===== src/rtl/draw_pkg.sv =====
// Shared types and constants for the arc-set drawer and its midpoint-circle engine.
// Latency: n/a (declarations only).
// Backpressure: n/a.
package draw_pkg;

    localparam int X_W           = 8;    // screen x coordinate width
    localparam int Y_W           = 7;    // screen y coordinate width
    localparam int COORD_W       = 10;   // signed working width for point coordinates
    localparam int COL_W         = 3;    // pixel colour width
    localparam int R_W_DEF       = 8;    // radius width stored in a descriptor slot
    localparam int DEF_SCREEN_W  = 160;
    localparam int DEF_SCREEN_H  = 120;

    typedef enum logic [2:0] {
        ST_IDLE,
        ST_NEXT_ARC,
        ST_OCT,
        ST_STEP,
        ST_DONE
    } draw_state_t;

    // One arc: centre, radius and inclusive clip window.
    typedef struct packed {
        logic               en;
        logic [X_W-1:0]     cx;
        logic [Y_W-1:0]     cy;
        logic [R_W_DEF-1:0] r;
        logic [X_W-1:0]     xlo;
        logic [X_W-1:0]     xhi;
        logic [Y_W-1:0]     ylo;
        logic [Y_W-1:0]     yhi;
    } arc_desc_t;

endpackage


===== src/rtl/circle_octant_engine.sv =====
// Midpoint-circle walker: holds ox/oy/crit and an octant counter, presents one signed point.
// Latency: point valid the cycle after load; one octant per advance, one oy step per step.
// Backpressure: point is held while neither advance nor step is asserted.
module circle_octant_engine
    import draw_pkg::*;
#(
    parameter int R_W = R_W_DEF
) (
    input  logic                      clk,
    input  logic                      rst,
    input  logic                      load,
    input  logic                      advance,
    input  logic                      step,
    input  logic [X_W-1:0]            cx,
    input  logic [Y_W-1:0]            cy,
    input  logic [R_W-1:0]            r,
    output logic signed [COORD_W-1:0] px,
    output logic signed [COORD_W-1:0] py,
    output logic                      last,
    output logic                      more
);

    localparam int CW = R_W + 3;

    logic signed [COORD_W-1:0] cx_q, cy_q, ox, oy;
    logic signed [CW-1:0]      crit;
    logic [2:0]                oct;

    logic signed [COORD_W-1:0] oy_n, ox_dec, ox_n;
    logic signed [CW-1:0]      oy_c, ox_c, crit_n;
    logic                      crit_le0;

    // Next midpoint iteration: oy always advances, ox steps in when the decision goes positive.
    always_comb begin
        oy_n     = oy + COORD_W'(1);
        ox_dec   = ox - COORD_W'(1);
        oy_c     = CW'(oy_n);
        ox_c     = CW'(ox_dec);
        crit_le0 = crit[CW-1] || (crit == '0);
        if (crit_le0) begin
            ox_n   = ox;
            crit_n = crit + oy_c + oy_c + CW'(1);
        end else begin
            ox_n   = ox_dec;
            crit_n = crit + ((oy_c - ox_c) <<< 1) + CW'(1);
        end
        more = (oy_n <= ox_n);
    end

    // Engine state: loaded per arc, octant counter per point, ox/oy/crit per step.
    always_ff @(posedge clk) begin
        if (rst) begin
            cx_q <= '0;
            cy_q <= '0;
            ox   <= '0;
            oy   <= '0;
            crit <= '0;
            oct  <= '0;
        end else if (load) begin
            cx_q <= COORD_W'(cx);
            cy_q <= COORD_W'(cy);
            ox   <= COORD_W'(r);
            oy   <= '0;
            crit <= CW'(1) - CW'(r);
            oct  <= '0;
        end else begin
            if (advance) oct <= oct + 3'd1;
            if (step) begin
                oy   <= oy_n;
                ox   <= ox_n;
                crit <= crit_n;
            end
        end
    end

    // Octant point selection in the fixed emission order.
    always_comb begin
        px = cx_q + ox;
        py = cy_q + oy;
        case (oct)
            3'd0: begin px = cx_q + ox; py = cy_q + oy; end
            3'd1: begin px = cx_q + oy; py = cy_q + ox; end
            3'd2: begin px = cx_q - oy; py = cy_q + ox; end
            3'd3: begin px = cx_q - ox; py = cy_q + oy; end
            3'd4: begin px = cx_q - ox; py = cy_q - oy; end
            3'd5: begin px = cx_q - oy; py = cy_q - ox; end
            3'd6: begin px = cx_q + oy; py = cy_q - ox; end
            default: begin px = cx_q + ox; py = cy_q - oy; end
        endcase
    end

    assign last = (oct == 3'd7);

endmodule


===== src/rtl/arc_set_drawer.sv =====
// Draws up to N_ARCS clipped circle arcs from a host-written descriptor table onto the VGA adapter.
// Latency: 9 cycles per oy iteration at full rate; done two cycles after start when n_arcs=0.
// Backpressure: a qualifying point holds on vga_x/vga_y/vga_plot until vga_ready; rejects cost one cycle.
module arc_set_drawer
    import draw_pkg::*;
#(
    parameter int N_ARCS   = 4,
    parameter int IDX_W    = (N_ARCS > 1) ? $clog2(N_ARCS) : 1,
    parameter int R_W      = R_W_DEF,
    parameter int SCREEN_W = DEF_SCREEN_W,
    parameter int SCREEN_H = DEF_SCREEN_H
) (
    input  logic               clk,
    input  logic               rst,
    input  logic               start,
    output logic               done,
    input  logic [IDX_W:0]     n_arcs,
    input  logic [COL_W-1:0]   colour,
    input  logic               desc_we,
    input  logic [IDX_W-1:0]   desc_idx,
    input  logic               desc_en,
    input  logic [X_W-1:0]     desc_cx,
    input  logic [Y_W-1:0]     desc_cy,
    input  logic [R_W-1:0]     desc_r,
    input  logic [X_W-1:0]     desc_xlo,
    input  logic [X_W-1:0]     desc_xhi,
    input  logic [Y_W-1:0]     desc_ylo,
    input  logic [Y_W-1:0]     desc_yhi,
    input  logic               vga_ready,
    output logic [X_W-1:0]     vga_x,
    output logic [Y_W-1:0]     vga_y,
    output logic [COL_W-1:0]   vga_colour,
    output logic               vga_plot
);

    localparam int AW = IDX_W + 1;

    draw_state_t state, state_n;
    arc_desc_t   desc_tab [N_ARCS];
    arc_desc_t   sel_desc;

    logic [AW-1:0]    arc, n_lat, n_clamp;
    logic [COL_W-1:0] col_lat;
    logic signed [COORD_W-1:0] xlo_s, xhi_s, ylo_s, yhi_s, sw_s, sh_s;
    logic signed [COORD_W-1:0] px, py;
    logic eng_load, eng_adv, eng_step, arc_inc;
    logic oct_last, more, in_win, on_scr, plot;

    circle_octant_engine #(.R_W(R_W)) u_engine (
        .clk     (clk),
        .rst     (rst),
        .load    (eng_load),
        .advance (eng_adv),
        .step    (eng_step),
        .cx      (sel_desc.cx),
        .cy      (sel_desc.cy),
        .r       (R_W'(sel_desc.r)),
        .px      (px),
        .py      (py),
        .last    (oct_last),
        .more    (more)
    );

    // Descriptor table: host writes land only while idle; reset disables every slot.
    always_ff @(posedge clk) begin
        if (rst) begin
            for (int i = 0; i < N_ARCS; i++) desc_tab[i].en <= 1'b0;
        end else if (desc_we && state == ST_IDLE && ({1'b0, desc_idx} < AW'(N_ARCS))) begin
            desc_tab[desc_idx] <= '{en: desc_en, cx: desc_cx, cy: desc_cy, r: R_W_DEF'(desc_r),
                                    xlo: desc_xlo, xhi: desc_xhi, ylo: desc_ylo, yhi: desc_yhi};
        end
    end

    // Slot lookup, arc-count clamp and point qualification against window and screen.
    always_comb begin
        sel_desc = desc_tab[arc[IDX_W-1:0]];
        n_clamp  = (n_arcs > AW'(N_ARCS)) ? AW'(N_ARCS) : n_arcs;
        sw_s     = COORD_W'(SCREEN_W);
        sh_s     = COORD_W'(SCREEN_H);
        in_win   = (px >= xlo_s) && (px <= xhi_s) && (py >= ylo_s) && (py <= yhi_s);
        on_scr   = !px[COORD_W-1] && (px < sw_s) && !py[COORD_W-1] && (py < sh_s);
        plot     = (state == ST_OCT) && in_win && on_scr;
    end

    // State register.
    always_ff @(posedge clk) begin
        if (rst) state <= ST_IDLE;
        else     state <= state_n;
    end

    // Next-state and engine/sequencer controls.
    always_comb begin
        state_n  = state;
        eng_load = 1'b0;
        eng_adv  = 1'b0;
        eng_step = 1'b0;
        arc_inc  = 1'b0;
        unique case (state)
            ST_IDLE: if (start) state_n = ST_NEXT_ARC;
            ST_NEXT_ARC: begin
                if (arc == n_lat) begin
                    state_n = ST_DONE;
                end else if (!sel_desc.en) begin
                    arc_inc = 1'b1;
                end else begin
                    eng_load = 1'b1;
                    state_n  = ST_OCT;
                end
            end
            ST_OCT: begin
                if (!plot || vga_ready) begin
                    eng_adv = 1'b1;
                    if (oct_last) state_n = ST_STEP;
                end
            end
            ST_STEP: begin
                eng_step = 1'b1;
                if (more) begin
                    state_n = ST_OCT;
                end else begin
                    arc_inc = 1'b1;
                    state_n = ST_NEXT_ARC;
                end
            end
            ST_DONE: if (!start) state_n = ST_IDLE;
            default: state_n = ST_IDLE;
        endcase
    end

    // Transaction context: arc count and colour at start, clip window per arc.
    always_ff @(posedge clk) begin
        if (rst) begin
            arc     <= '0;
            n_lat   <= '0;
            col_lat <= '0;
            xlo_s   <= '0;
            xhi_s   <= '0;
            ylo_s   <= '0;
            yhi_s   <= '0;
        end else begin
            if (state == ST_IDLE && start) begin
                n_lat   <= n_clamp;
                col_lat <= colour;
                arc     <= '0;
            end
            if (arc_inc) arc <= arc + AW'(1);
            if (eng_load) begin
                xlo_s <= COORD_W'(sel_desc.xlo);
                xhi_s <= COORD_W'(sel_desc.xhi);
                ylo_s <= COORD_W'(sel_desc.ylo);
                yhi_s <= COORD_W'(sel_desc.yhi);
            end
        end
    end

    assign done       = (state == ST_DONE);
    assign vga_plot   = plot;
    assign vga_x      = px[X_W-1:0];
    assign vga_y      = py[Y_W-1:0];
    assign vga_colour = plot ? col_lat : '0;

endmodule

===== config.mk =====
export PLATFORM = sky130hd
export DESIGN_NAME = arc_set_drawer
export DESIGN_NICKNAME = d
export VERILOG_FILES = /design/src/rtl/draw_pkg.sv /design/src/rtl/circle_octant_engine.sv /design/src/rtl/arc_set_drawer.sv
export SDC_FILE = /design/constraint.sdc
export NUM_CORES = 1
export LEC_CHECK = 0
export CAP_MARGIN = 30
export CORE_UTILIZATION = 51
export CTS_CLUSTER_SIZE = 8
export DETAILED_ROUTE_END_ITERATION = 8
export GPL_TIMING_DRIVEN = 0
export PLACE_DENSITY_LB_ADDON = 0.15
export SLEW_MARGIN = 20
export SYNTH_ARGS = -nofsm -noshare
export SYNTH_HDL_FRONTEND = slang
export SYNTH_SLANG_ARGS = --single-unit

===== constraint.sdc =====
create_clock -name clk -period 6.2 [get_ports clk]
set_input_delay 1.24 -clock clk [delete_from_list [all_inputs] [get_ports clk]]
set_output_delay 1.24 -clock clk [all_outputs]
set_load 0.005 [all_outputs]

==> Yosys cells after proc, flatten, opt, wreduce, memory -nomap -nowiden <==
Memories as Yosys holds them, arrays and structs flattened. A register that Yosys moved wholly into a read port is not among the register bits.
Cells that the tools add are included.
{ "classes": {"add_sub_neg": 19, "n_lt_le_gt_ge": 8, "n_eq_ne": 17, "muxes": 40, "reduce_logical": 29} }
{ "ops": {"columns": ["operator", "n"], "rows": [
  ["10-bit case mux with 3 select lines", 2],
  ["54-bit 2-to-1 mux", 1],
  ["54-bit OR reduction", 1],
  ["11-bit 2-to-1 mux", 3],
  ["3-bit 2-to-1 mux", 10],
  ["11-bit by 10-bit adder with 11-bit output", 2],
  ["11-bit by 2-bit adder with 11-bit output, second input constant", 2],
  ["8-bit by 10-bit adder with 10-bit output", 2],
  ["9-bit by 10-bit adder with 10-bit output", 2],
  ["8-bit by 10-bit subtractor with 10-bit output", 2],
  ["9-bit by 10-bit subtractor with 10-bit output", 2],
  ["8-bit 2-to-1 mux", 2],
  ["3-bit equality test, second input constant", 5],
  ["3-bit case mux with 5 select lines", 1],
  ["1-bit 2-to-1 mux", 14],
  ["2-bit OR reduction", 7],
  ["3-bit by 2-bit equality test with 1-bit output, second input constant", 4],
  ["11-bit adder", 1],
  ["11-bit zero test", 1],
  ["10-bit by 2-bit adder with 10-bit output, second input constant", 1],
  ["10-bit by 8-bit >= comparator with 1-bit output", 1],
  ["10-bit by 9-bit >= comparator with 1-bit output", 1],
  ["10-bit less-or-equal comparator", 1],
  ["10-bit by 8-bit less-or-equal comparator with 1-bit output", 1],
  ["other kinds (22)", 44]
]} }
{ "word_totals": {"register_bits": 91, "in_bits": 67, "memories": 1, "elab_cells": 129, "ram_bits": 216} }
{ "mem_list": {"columns": ["name", "depth", "width", "rd", "rd_clocked_by_memory_dff", "write_ports", "line", "text"], "rows": [
  ["desc_tab", 4, 54, 1, 1, 4, "arc_set_drawer.sv:39", "arc_desc_t desc_tab [N_ARCS];"]
]} }

==> Depth between registers and ports, before layout <==
Gate-level depths: netlist of run 1.
{ "depth": {"depth_word": 13, "depth_mapped": 28} }

==> Modules after synthesis <==
A second synthesis of run 1 with hierarchy kept.
{ "hier_totals": {"hier_cells": 1463, "hier_area_um2": 16764.8} }
{ "modules_own_cells": {"columns": ["module", "cells_each", "seq_area_each_um2", "area_each_um2", "instances"], "rows": [
  ["arc_set_drawer", 684, 7367.1, 11024.3, 1],
  ["circle_octant_engine", 779, 980.9, 5740.5, 1]
]} }

==> Worst setup path before layout of run 1 <==
OpenSTA, ideal clock, no wires.
{ "synth_timing": {"path_type": "input-to-reg", "startpoint": "in rst", "endpoint": "mem desc_tab[2][53] (netlist bit), enable pin", "t_arrival_ns": 5.991, "cell_stages": 4, "slack_ns": -0.101, "cell_sequence": "clkinv_1 nand3_1 nor3b_1 or2_2"} }
{ "synth_rtl": {"columns": ["element", "line", "text"], "rows": [
  ["start: declaration", "arc_set_drawer.sv:14", "input logic rst,"],
  ["end: declaration", "arc_set_drawer.sv:39", null]
]} }

==> Worst setup path in the final report of run 1 <==
{ "layout_timing": {"startpoint": "reg u_engine.oct[0]", "endpoint": "out vga_colour[1]"} }
{ "layout_between": {"elab_chain_len": 10, "word_cells_on_any_way": 32, "cone_classes": "order compare: 6; eq/ne: 6; mux: 3; reduce/logical: 17"} }
{ "layout_lines": {"columns": ["element", "line", "text"], "rows": [
  ["start: declaration", "circle_octant_engine.sv:27", "logic [2:0] oct;"],
  ["start signal: assignment", "circle_octant_engine.sv:67", "if (advance) oct <= oct + 3'd1;"],
  ["3-bit by 1-bit equality test with 1-bit output, or another cell as far along", "circle_octant_engine.sv:80", "case (oct)"],
  ["2-bit OR reduction (no line)", null, null],
  ["10-bit case mux with 3 select lines", "circle_octant_engine.sv:80", null],
  ["10-bit by 9-bit >= comparator with 1-bit output or 10-bit by 9-bit less-or-equal comparator with 1-bit output (tied branches)", "arc_set_drawer.sv:80", "in_win = (px >= xlo_s) && (px <= xhi_s) && (py >= ylo_s) && (py <= yhi_s);"],
  ["1-bit logical AND (3 in series)", "arc_set_drawer.sv:80", null],
  ["1-bit logical AND", "arc_set_drawer.sv:82", "plot = (state == ST_OCT) && in_win && on_scr;"],
  ["1-bit logical AND (*)", "arc_set_drawer.sv:82", null],
  ["3-bit 2-to-1 mux (*)", "arc_set_drawer.sv:160", "assign vga_colour = plot ? col_lat : '0;"],
  ["end: declaration", "arc_set_drawer.sv:32", "output logic [COL_W-1:0] vga_colour,"]
]} }
Mark *: on every way between the ends. The rest lies on a longest branch, timed or not.

==> flow_summary.json, run 1 <==
{
  "max_slew_margin": 0.431,
  "r2r_cells": 27,
  "final.min_clock_period_ps": 6890,
  "pin_count": 87,
  "cts_num_sinks": 309,
  "cts-buffers-inserted": 44,
  "dp.cells": 1975,
  "grt_max_degree": 22,
  "finalNetCount": 1819,
  "worst_pin_slew_ps": 854,
  "avgSynthCellArea_um2": 11.2,
  "yosys_register_bits": 309,
  "vias": 12173,
  "worstPathMaxFanout": 6,
  "timing.final.crit_share": 1.11,
  "core_mm2": 0.0316,
  "io_buffer_count": 86,
  "yosys_warnings": 0,
  "grt_use_met1": 0.350,
  "setup_ws_ps": -686,
  "synth_top_flop_cell": "edfxtp_1",
  "postSynth.asyncResetShare": 0,
  "cp.buffers_inverters": 6,
  "synth_edf_count": 216,
  "setup_tns_ps": -2700,
  "fill_cells": 2483,
  "synth_common_cells": "edfxtp_1 (216), nand2_1 (170), a21oi_1 (119)",
  "synth.top_cell.area_share": 0.395,
  "vias_per_cell": 5.82,
  "grt_pass1_wl_mm": 67.1,
  "grt_usage": 0.266,
  "path_class": "flop to output port",
  "worst_setup_path_start_kind": "flop",
  "max_stage_delay_ps": 390,
  "fp-row-count": 65,
  "ys_seq_area_frac": 0.509,
  "syn_to_final_growth_pct": 22.7,
  "drt_iter0_drc": 968,
  "drive_gt1_frac": 0.156,
  "grt_use_met3": 0.0369,
  "worstSetupPathDepth": 26,
  "clk_pin_slew_ps": 50,
  "post-place-ws_ps": -1520,
  "design_area_mm2": 0.0201,
  "fin_skew_ps": 18.7,
  "clk_latency_ps": 550,
  "max-vdd-ir-drop_v": 0.000240,
  "place_area_mm2": 0.0181,
  "leakagePower_uw": 0.00718,
  "fmax_mhz": 145,
  "fp.dieArea_mm2": 0.0329,
  "crit_family": "compound AO/OA/AOI/OAI gates",
  "synth_area_leaders": "edfxtp_1 (40%), dfxtp_1 (11%), mux4_2 (7.4%), ha_1 (7.1%), nand2_1 (3.9%)",
  "drt_wl_total_mm": 43.5,
  "gp_congestion": 0.931,
  "ant_nets": 0,
  "die_x_um": 181,
  "h-tree-depth": 2,
  "slew_violations": 0,
  "firstDrtPassIters": 5,
  "grt_busiest_layer": "met2",
  "cap_violations": 0,
  "cts_tree": "built",
  "yosysMostFrequentCell": "edfxtp_1",
  "rsz0062_at_grt": "true",
  "outcome": "complete, but fails checks",
  "clk_path_buf_depth": 3,
  "syn_area_mm2": 0.0164,
  "use_met2": 0.447,
  "die_h_um": 181,
  "whs_path_depth": 2,
  "slowest_stage": "dfxtp_4",
  "ys_types": 81,
  "hold_viol": 0,
  "finalNonFillerCells": 2090,
  "crit_arrival_ps": 5650,
  "cp-end-kind": "output port",
  "min_path_type": "flop to flop",
  "grt_overflow": 0,
  "drc": 0,
  "power_density_mw_per_mm2": 258,
  "mappedNetlistNets": 1633,
  "grt_pass1_vias": 12057,
  "holdWs_ps": 456,
  "yosysTopAreaCell": "edfxtp_1",
  "syn_inst": 1468,
  "violations": "negative setup slack",
  "antenna_found_initial": 0,
  "dp_hpwl_mm": 30.9,
  "diodes": 0,
  "wl_per_cell_um": 20.8,
  "setup_viol": 4,
  "cpMostUsedCell": "ha_4",
  "initial_core_util": 0.519,
  "worstPathRequired_ps": 4960,
  "clockRootBuffer": "clkbuf_16"
}
[metal layers]
| metal | vias to the layer above | routed length (um) | share of wire |
|---|---|---|---|
| met5 | - | 0 | 0 |
| met4 | 0 | 1600 | 0.037 |
| met3 | 96 | 2350 | 0.054 |
| met2 | 378 | 21000 | 0.48 |
| met1 | 5939 | 18500 | 0.43 |
| li1 | 5760 | - | - |
[state kept, by name (all words and copies together) (netlist names), 7 cells and up, named ones only]
| register | flops |
|---|---|
| ylo_s | 7 |
| xhi_s | 8 |
| u_engine.ox | 10 |
| yhi_s | 7 |
| desc_tab | 216 |
| u_engine.cx_q | 8 |
| u_engine.cy_q | 7 |
| xlo_s | 8 |
| u_engine.oy | 10 |
| u_engine.crit | 11 |
[logic make-up after synthesis]
kind of cell / Yosys count / share of synthesized area
simple gates: 477 / 0.140
flops: 309 / 0.509
compound gates: 294 / 0.115
buf+inv: 138 / 0.0327
fa+ha+maj: 98 / 0.0770
xor+xnor: 90 / 0.0480
mux: 62 / 0.0791
[worst paths after layout]
check / from / end / slack [ps]
max: u_engine.oct[0]$_SDFFE_PP0P_ / vga_colour[1] / -690
min: xlo_s[6]$_SDFFE_PP0P_ / xlo_s[6]$_SDFFE_PP0P_ / 460
max reg2reg: u_engine.oct[0]$_SDFFE_PP0P_ / u_engine.oct[2]$_SDFFE_PP0P_ / 880
min reg2reg: xlo_s[6]$_SDFFE_PP0P_ / xlo_s[6]$_SDFFE_PP0P_ / 460
[where the power goes]
part	switching (uW)	leakage (uW)	internal, uW
logic	388	0.00383	288
clock network	882	0.000611	1340
registers	21.7	0.00275	2270
[per-stage QoR]
step	utilization	power, uW
5_1_grt	0.637	5380
2_1_floorplan	-	2750
6_report	0.637	5190
4_1_cts	0.624	5210
3_3_place_gp	0.562	2950
3_5_place_dp	0.571	2970
[final cells by class]
class | instances | area [um2] | area share
repair buffers | 143 | 1400 | 0.0695
clock buffers | 77 | 1220 | 0.0608
inverters | 63 | 245 | 0.0122
flip-flops and latches | 309 | 8360 | 0.415
well taps | 402 | 503 | 0.0250
multi-input cells | 1021 | 7950 | 0.395
plain buffers | 72 | 378 | 0.0188
clock inverters | 3 | 76.3 | 0.00379
[worst min-delay path, delay by kind of cell (launching register included)]
kind / cells / cell delay (ps)
AO/OA/AOI/OAI: 1 / 50
flip-flops: 1 / 310
AND/OR/NAND/NOR: 1 / 50
[layout by cell type, fill, tap and decap left out, types with 46 or more instances in the layout]
cell type,netlist,final
a21oi_1,119,112
and2_1,66,66
clkbuf_1,58,81
clkbuf_16,0,46
clkdlybuf4s50_1,0,82
dfxtp_1,93,89
edfxtp_1,216,216
ha_1,93,79
inv_1,60,57
mux4_2,54,54
nand2_1,170,168
nor2_1,116,114
xnor2_1,64,63
[repair_timing]
action,in CTS,in global routing
setup buffers,20,15
cloned,0,0
hold buffers,0,0
pin swaps,23,33
endpoints found under the hold margin,0,0
resized for setup,88,49
setup endpoints to repair,8,4
No activity file was read; power rests on OpenSTA's default activity.
==> run 2, diff against run 1 <==
==> constraint.sdc (replaced) <==
create_clock -name clk -period 6.2 [get_ports clk]
set_input_delay 1.55 -clock clk [delete_from_list [all_inputs] [get_ports clk]]
set_output_delay 1.55 -clock clk [all_outputs]
set_load 0.005 [all_outputs]
==> run 2 against run 1 <==
Compared with the run above:
- first-iteration DRC count fell by 4.1%
- sequential power barely moved
- die area is the same
- final area barely moved
- sequential share of layout area about the same
- critical endpoint is now vga_colour[2]
- the flow still finishes with violations (negative setup slack)
- critical path type unchanged
- non-clock buffer count is the same
- largest cell class unchanged
- clock-buffer cell count shrank 3
- worst setup slack got worse by 230 ps
==> flow_summary.json, run 2 (synthesis gave the netlist of run 1 again) <==
{
  "worst_pin_slew_ps": 1030,
  "max_slew_margin": 0.307,
  "cts-buffers-inserted": 44,
  "fp-row-count": 65,
  "h-tree-depth": 2,
  "drive_gt1_frac": 0.156,
  "wl_per_cell_um": 20.3,
  "drc": 0,
  "rsz0062_at_grt": "true",
  "ant_nets": 0,
  "dp_hpwl_mm": 30.7,
  "grt_busiest_layer": "met2",
  "cts_num_sinks": 309,
  "multi_input_area_mm2": 0.00797,
  "drt_wl_total_mm": 42.2,
  "leakagePower_uw": 0.00720,
  "hold_start": "col_lat[1]$_SDFFE_PP0P_",
  "finalNetCount": 1819,
  "outcome": "complete, but fails checks",
  "clk_latency_ps": 550,
  "clk_pin_slew_ps": 50,
  "regMostFlops": "desc_tab",
  "vias_per_cell": 5.81,
  "initial_core_util": 0.519,
  "whs_path_depth": 2,
  "grt_overflow": 0,
  "vias": 12125,
  "regToRegEndpoint": "u_engine.oct[2]$_SDFFE_PP0P_",
  "post-place-ws_ps": -1530,
  "firstDrtPassIters": 5,
  "worstPathRequired_ps": 4650,
  "r2r_start": "u_engine.oct[0]$_SDFFE_PP0P_",
  "core_mm2": 0.0316,
  "use_met2": 0.433,
  "grt_usage": 0.259,
  "grt_pass1_vias": 11880,
  "fin_util": 0.637,
  "clk_path_buf_depth": 3,
  "layout_commonest_cell": "edfxtp_1",
  "final.min_clock_period_ps": 7120,
  "fill_cells": 2455,
  "fp.dieArea_mm2": 0.0329,
  "grt_pass1_wl_mm": 65.8,
  "hold_viol": 0,
  "grt_use_met3": 0.0357,
  "crit_arrival_ps": 5570,
  "reg.largest.list": "desc_tab x216, u_engine.crit x11",
  "diodes": 0,
  "r2r_cells": 27,
  "fmax_mhz": 140,
  "largest_reg_flops": 216,
  "timing.final.crit_share": 1.15,
  "min_path_type": "flop to flop",
  "pin_count": 87,
  "syn_to_final_growth_pct": 22.7,
  "grt_use_met1": 0.351,
  "die_x_um": 181,
  "drt_iter0_drc": 928,
  "power_density_mw_per_mm2": 256,
  "setup_viol": 4,
  "violations": "negative setup slack",
  "io_buffer_count": 86,
  "cts_tree": "built",
  "cp-end-kind": "output port",
  "slew_violations": 0,
  "seqCellArea_mm2": 0.00836,
  "max-vdd-ir-drop_v": 0.000288,
  "die_h_um": 181,
  "hold_end": "col_lat[1]$_SDFFE_PP0P_",
  "grt_max_degree": 22,
  "antenna_found_initial": 0,
  "setup_ws_ps": -919,
  "worst_setup_path_start_kind": "flop",
  "fin_skew_ps": 24.9,
  "hold_buffers": 0,
  "path_class": "flop to output port",
  "worstPathMaxFanout": 8,
  "gp_congestion": 0.966,
  "clockRootBuffer": "clkbuf_16",
  "most-common-layout-cells": "edfxtp_1 (216), nand2_1 (166), nor2_1 (115)",
  "cap_violations": 0,
  "reg2reg_slack_ps": 980
}
run 2: cell count changes in the layout (fill, tap and decap cells not counted), sizes merged:
cell,before,now
clkbuf,133,129
clkinv,4,2
dlygate4sd2,0,1
inv,61,62
run 2: worst max-delay path: stages (launching register included):
cell and delay, ps:
dfxtp_4 380, inv_4 50, ha_4 170, clkbuf_16 150, clkbuf_16 150, o22a_1 190
o211ai_1 280, nand2_1 130, a21oi_2 160, a21oi_2 70, ha_4 260, nor2b_4 120
o31a_1 290, buf_4 160, nor4_4 180, nor3_4 70, buf_6 130, ha_4 260
nand2_4 50, nor3_4 160, o21ai_1 80, a211o_1 330, a311o_1 330, nor4_4 300
o211a_4 240, buf_6 100, and2_1 110, buf_2 110
run 2: how the worst max path moves through the flow:
stage | startpoint | endpoint | slack (ps) | cells past startpoint
detailed placement | u_engine.oct[2]$_SDFFE_PP0P_ | vga_colour[0] | -1530 | 22
global route | u_engine.oct[0]$_SDFFE_PP0P_ | vga_colour[2] | -1060 | 27
CTS | u_engine.oct[0]$_SDFFE_PP0P_ | vga_colour[0] | -910 | 26
finish | u_engine.oct[0]$_SDFFE_PP0P_ | vga_colour[2] | -920 | 27
floorplan | u_engine.oct[0]$_SDFFE_PP0P_ | vga_colour[0] | 10 | 23
global placement | u_engine.oct[2]$_SDFFE_PP0P_ | vga_colour[0] | -1540 | 22
run 2: area by class of cell:
| class | count | share of cell area |
|---|---|---|
| Buffer | 73 | 0.0196 |
| Clock inverter | 2 | 0.00249 |
| Clock buffer | 74 | 0.0608 |
| Sequential cell | 309 | 0.415 |
| Multi-Input combinational cell | 1021 | 0.396 |
| Tap cell | 402 | 0.0250 |
| Inverter | 63 | 0.0121 |
| Timing Repair Buffer | 142 | 0.0693 |
run 2: where the power goes:
part | leakage, uW | switching [uW] | internal [uW]
clock network | 0.000605 | 865 | 1340
registers | 0.00274 | 21.8 | 2270
logic | 0.00385 | 387 | 285
run 2: per-layer routing:
metal,part of all wire,wire (um)
met2,0.48,20400
met4,0.029,1230
met3,0.055,2320
met1,0.43,18300
met5,0,0
run 2: what timing repair did:
item	CTS	global route
setup endpoints to repair	9	5
pin swaps	25	20
resized for setup	90	33
setup buffers	20	18
run 2: metrics by stage:
step	cells	instance area [um2]	setup TNS (ps)	hold slack (ps)	power (uW)
3_5_place_dp	1972	18100	-5990	447	2970
3_3_place_gp	1956	17800	-165940	440	2950
5_1_grt	2086	20100	-4050	471	5350
6_report	2086	20100	-3500	454	5170
4_1_cts	2066	19800	-3480	454	5180
2_1_floorplan	1468	16500	0	432	2750
==> run 3, diff against run 2 <==
--- a/config.mk
+++ b/config.mk
@@ -11,7 +11,6 @@
 export DETAILED_ROUTE_END_ITERATION = 8
 export GPL_TIMING_DRIVEN = 0
 export PLACE_DENSITY_LB_ADDON = 0.15
-export SLEW_MARGIN = 20
 export SYNTH_ARGS = -nofsm -noshare
 export SYNTH_HDL_FRONTEND = slang
 export SYNTH_SLANG_ARGS = --single-unit
==> run 3 against run 2 <==
Compared with the run above:
- combinational power about the same
- the run still ends with negative setup slack left
- register-to-register slack worse by 70 ps
- critical path type unchanged
- critical path depth unchanged
- highest routed layer unchanged
- sequential power about the same
- clock power about the same
- via count down 1.6%
- sequential share of layout area up 0.17 points
- global-route usage down 0.29 points
==> flow_summary.json, run 3 (synthesis gave the netlist of run 1 again) <==
{
  "rsz0062_at_grt": "true",
  "violations": "negative setup slack",
  "firstDrtPassIters": 5,
  "drive_gt1_frac": 0.147,
  "pin_count": 87,
  "vias_per_cell": 5.75,
  "gp_congestion": 0.966,
  "diodes": 0,
  "cap_violations": 0,
  "min_path_type": "flop to flop",
  "seqCellArea_mm2": 0.00836,
  "final.min_clock_period_ps": 7090,
  "outcome": "complete, but fails checks",
  "max_slew_margin": 0.323,
  "setup_viol": 4,
  "timing.final.crit_share": 1.14,
  "die_h_um": 181,
  "setup_ws_ps": -889,
  "drt_wl_total_mm": 41.8,
  "grt_pass1_wl_mm": 64.9,
  "largest_reg_flops": 216,
  "grt_usage": 0.256,
  "max-vdd-ir-drop_v": 0.000206,
  "core_mm2": 0.0316,
  "worst_setup_path_start_kind": "flop",
  "leakagePower_uw": 0.00714,
  "vias": 11936,
  "antenna_found_initial": 0,
  "place_area_mm2": 0.0181,
  "fmax_mhz": 141,
  "hold_buffers": 0,
  "cts_num_sinks": 309,
  "slew_violations": 0,
  "design_area_mm2": 0.0201,
  "grt_pass1_vias": 11882,
  "drt_iter0_drc": 745,
  "grt_max_degree": 28,
  "initial_core_util": 0.519,
  "regMostFlops": "desc_tab",
  "fin_util": 0.634,
  "reg.largest.list": "desc_tab x216, u_engine.crit x11",
  "most-common-layout-cells": "edfxtp_1 (216), nand2_1 (167), nor2_1 (115)",
  "clockRootBuffer": "clkbuf_16",
  "fp-row-count": 65,
  "finalPower_uw": 5180,
  "wl_per_cell_um": 20.2,
  "cts-buffers-inserted": 44,
  "use_met2": 0.425,
  "holdWs_ps": 453,
  "dp_hpwl_mm": 30.5,
  "power_density_mw_per_mm2": 258,
  "grt_busiest_layer": "met2",
  "hold_viol": 0,
  "ant_nets": 0,
  "multi_input_area_mm2": 0.00793,
  "clk_path_buf_depth": 3,
  "io_buffer_count": 86,
  "cts_tree": "built",
  "clk_latency_ps": 540,
  "worstPathMaxFanout": 8,
  "fp.dieArea_mm2": 0.0329,
  "fin_skew_ps": 11.2,
  "fill_cells": 2462,
  "clk_pin_slew_ps": 50,
  "post-place-ws_ps": -1590,
  "grt_use_met3": 0.0417,
  "grt_overflow": 0,
  "worst_pin_slew_ps": 1000,
  "die_x_um": 181,
  "drc": 0,
  "crit_arrival_ps": 5540,
  "cp-end-kind": "output port",
  "grt_use_met1": 0.341,
  "layout_commonest_cell": "edfxtp_1",
  "h-tree-depth": 2,
  "syn_to_final_growth_pct": 22.2,
  "finalNetCount": 1805,
  "worstPathRequired_ps": 4650,
  "path_class": "flop to output port"
}
## run 3: cell count changes in the layout (fill, tap and decap cells not counted), sizes merged
cell / before / now
clkdlybuf4s15: 0 / 1
dlygate4sd2: 1 / 0
clkinvlp: 1 / 2
inv: 62 / 61
clkbuf: 129 / 132
buf: 77 / 63
## run 3: layout make-up
class / instances / share of cell area
clock buffer: 77 / 0.0616
timing repair buffer: 128 / 0.0667
tap: 402 / 0.0251
clock inverter: 2 / 0.00250
sequential: 309 / 0.417
buffer: 73 / 0.0196
inverter: 63 / 0.0123
multi-input combinational: 1021 / 0.395
## run 3: path summary, 6_finish.rpt
path / from / to / slack, ps / cells after the start
hold / removal: ylo_s[1]$_SDFFE_PP0P_ / ylo_s[1]$_SDFFE_PP0P_ / 450 / 2
hold reg to reg: ylo_s[1]$_SDFFE_PP0P_ / ylo_s[1]$_SDFFE_PP0P_ / 450 / 2
setup reg to reg: u_engine.oct[0]$_SDFFE_PP0P_ / u_engine.oct[2]$_SDFFE_PP0P_ / 910 / 28
setup / recovery: u_engine.oct[0]$_SDFFE_PP0P_ / vga_colour[0] / -890 / 27
## run 3: critical path, stage by stage, from the launching register on
cell and delay, ps:
dfxtp_4 380, inv_4 50, ha_4 170, clkbuf_16 150, clkbuf_16 150, o22a_1 200, o211ai_1 310, nand2_1 120
a21oi_2 200, a21oi_4 60, ha_4 290, o21ai_2 60, o21bai_1 140, a21o_1 220, nand3_4 120, a21oi_4 210
a31oi_4 70, ha_4 300, nand2_2 70, nor3_4 120, o21ai_1 70, a211o_1 320, a311o_1 340, nor4_4 300
o211a_4 240, buf_6 100, and2_4 130, buf_6 80
## run 3: per-stage QoR
step,std cells,setup TNS (ps)
floorplan,1468,0
global placement,1956,-165940
detailed placement,1967,-6240
CTS,2063,-3870
global route,2075,-4020
finish,2075,-3360
## run 3: power breakdown
part / total [uW] / switching (uW) / internal, uW
clock network: 2220 / 875 / 1340
logic: 668 / 386 / 282
registers: 2290 / 21.5 / 2270
## run 3: per-layer routing
metal	routed length [um]	up-vias
met1	18100	5808
met4	1300	0
met2	20000	316
met3	2430	83
met5	0	-
li1	-	5729
## run 3: what timing repair did
item,in CTS,in global routing
setup buffers,19,11
setup endpoints to repair,9,7
resized for setup,73,50
pin swaps,18,31
==> RTL edit (config.mk and constraints of run 1) <==
Set the package constant `COORD_W` to 12 (it was 10).
--- a/src/rtl/draw_pkg.sv
+++ b/src/rtl/draw_pkg.sv
@@ -5,7 +5,7 @@
 
     localparam int X_W           = 8;    // screen x coordinate width
     localparam int Y_W           = 7;    // screen y coordinate width
-    localparam int COORD_W       = 10;   // signed working width for point coordinates
+    localparam int COORD_W       = 12;   // signed working width for point coordinates
     localparam int COL_W         = 3;    // pixel colour width
     localparam int R_W_DEF       = 8;    // radius width stored in a descriptor slot
     localparam int DEF_SCREEN_W  = 160;
Behaviour: same outputs for any inputs over 4 cycles, from zero or initial values and one cycle with rst high; that may be too few to reach the edited logic, so the function may still have changed.
==> RTL edit against run 1 <==
  * Synthesized area grew 3.2%
  * Setup slack gained 0.29 ns
  * Sequential cell count grew 4
  * Cell area grew 4.7%
  * Die area grew 3.1%
  * Largest power group is now clock
  * Power shrank 0.73%
  * The run still ends with setup timing left
  * Critical path depth shrank 4
  * Wire length grew 4.4%
==> RTL edit: results (changes against run 1) <==
| Metric | Value |
|---|---|
| Sequential area share after synthesis | `49.8% (-1.1 points)` |
| # fillers | `2550 (+2.7%)` |
| Final HPWL DP | `32.5 mm (+5.2%)` |
| M2 GR Usage | `43.4% (-1.3 points)` |
| Vias in the first global route | `12369 (+2.6%)` |
| Area post-placement | `0.0186 mm² (+2.9%)` |
| Post-route setup slack | `-0.400 ns (+0.286 ns)` |
| FF-to-FF Start | `u_engine.oct[1]$_SDFFE_PP0P_` |
| Area of the multi-input gates | `0.00852 mm² (+7.3%)` |
| Met3 wire length | `2.81 mm (+19%)` |
| CTS sink cnt | `313 (+1.3%)` |
| Setup crit start | `u_engine.oct[1]$_SDFFE_PP0P_` |
| Run status | `finished with violations` |
| Fraction of layout cells with a size suffix above 1 | `18.6% (+3.0 points)` |
| Global-route track usage on met1 | `37.8% (+2.8 points)` |
| CP top delay family | `simple AND/OR/NAND/NOR gates` |
| Post-synth top cells | `edfxtp_1 (216), nand2_1 (161), nor2_1 (137), a21oi_1 (123), ha_1 (98)` |
| Worst vdd ir | `0.223 mV (-6.8%)` |
| First DRT Iteration DRCs | `976 (+0.83%)` |
| Area contributors post-synth | `edfxtp_1 (38%), dfxtp_1 (11%), ha_1 (7.2%)` |
| Comb_multi_in | `1074 (+5.2%)` |
| Initial antenna violation count | `1 (+1)` |
| Slowest cell on crit path | `or4_4` |
| Biggest regs | `desc_tab: 216 flops, u_engine.ox: 12 flops, u_engine.oy: 12 flops` |
| Post-CTS setup buffer count | `36 (+80%)` |
| First-pass GRT wire length | `69.7 mm (+3.9%)` |
| Register Area | `0.00845 mm² (+1.0%)` |
| WL met2 | `21.2 mm (+0.57%)` |
| P per Cell Area | `244 mW/mm² (-5.2%)` |
| Failing checks | `setup timing` |
| Placer Congestion | `0.943 (+1.3%)` |
| Setup violations, final | `4 (unchanged)` |
| P_sw | `0.00123 W (-4.5%)` |
[RTL edit: per-stage QoR]
stage,cells,hold WS (ns)
6_report,2219,0.453
5_1_grt,2219,0.475
4_1_cts,2202,0.455
3_5_place_dp,2088,0.449
3_3_place_gp,2064,0.445
2_1_floorplan,1536,0.436
[RTL edit: worst min-delay path by stage]
stage	slack (ns)	from	endpoint
6_report	0.45	ylo_s[4]$_SDFFE_PP0P_	ylo_s[4]$_SDFFE_PP0P_
5_1_grt	0.47	xlo_s[3]$_SDFFE_PP0P_	xlo_s[3]$_SDFFE_PP0P_
3_3_place_gp	0.45	xlo_s[2]$_SDFFE_PP0P_	xlo_s[2]$_SDFFE_PP0P_
2_1_floorplan	0.44	u_engine.cy_q[0]$_SDFFE_PP0P_	u_engine.cy_q[0]$_SDFFE_PP0P_
3_5_place_dp	0.45	xlo_s[6]$_SDFFE_PP0P_	xlo_s[6]$_SDFFE_PP0P_
4_1_cts	0.45	yhi_s[2]$_SDFFE_PP0P_	yhi_s[2]$_SDFFE_PP0P_
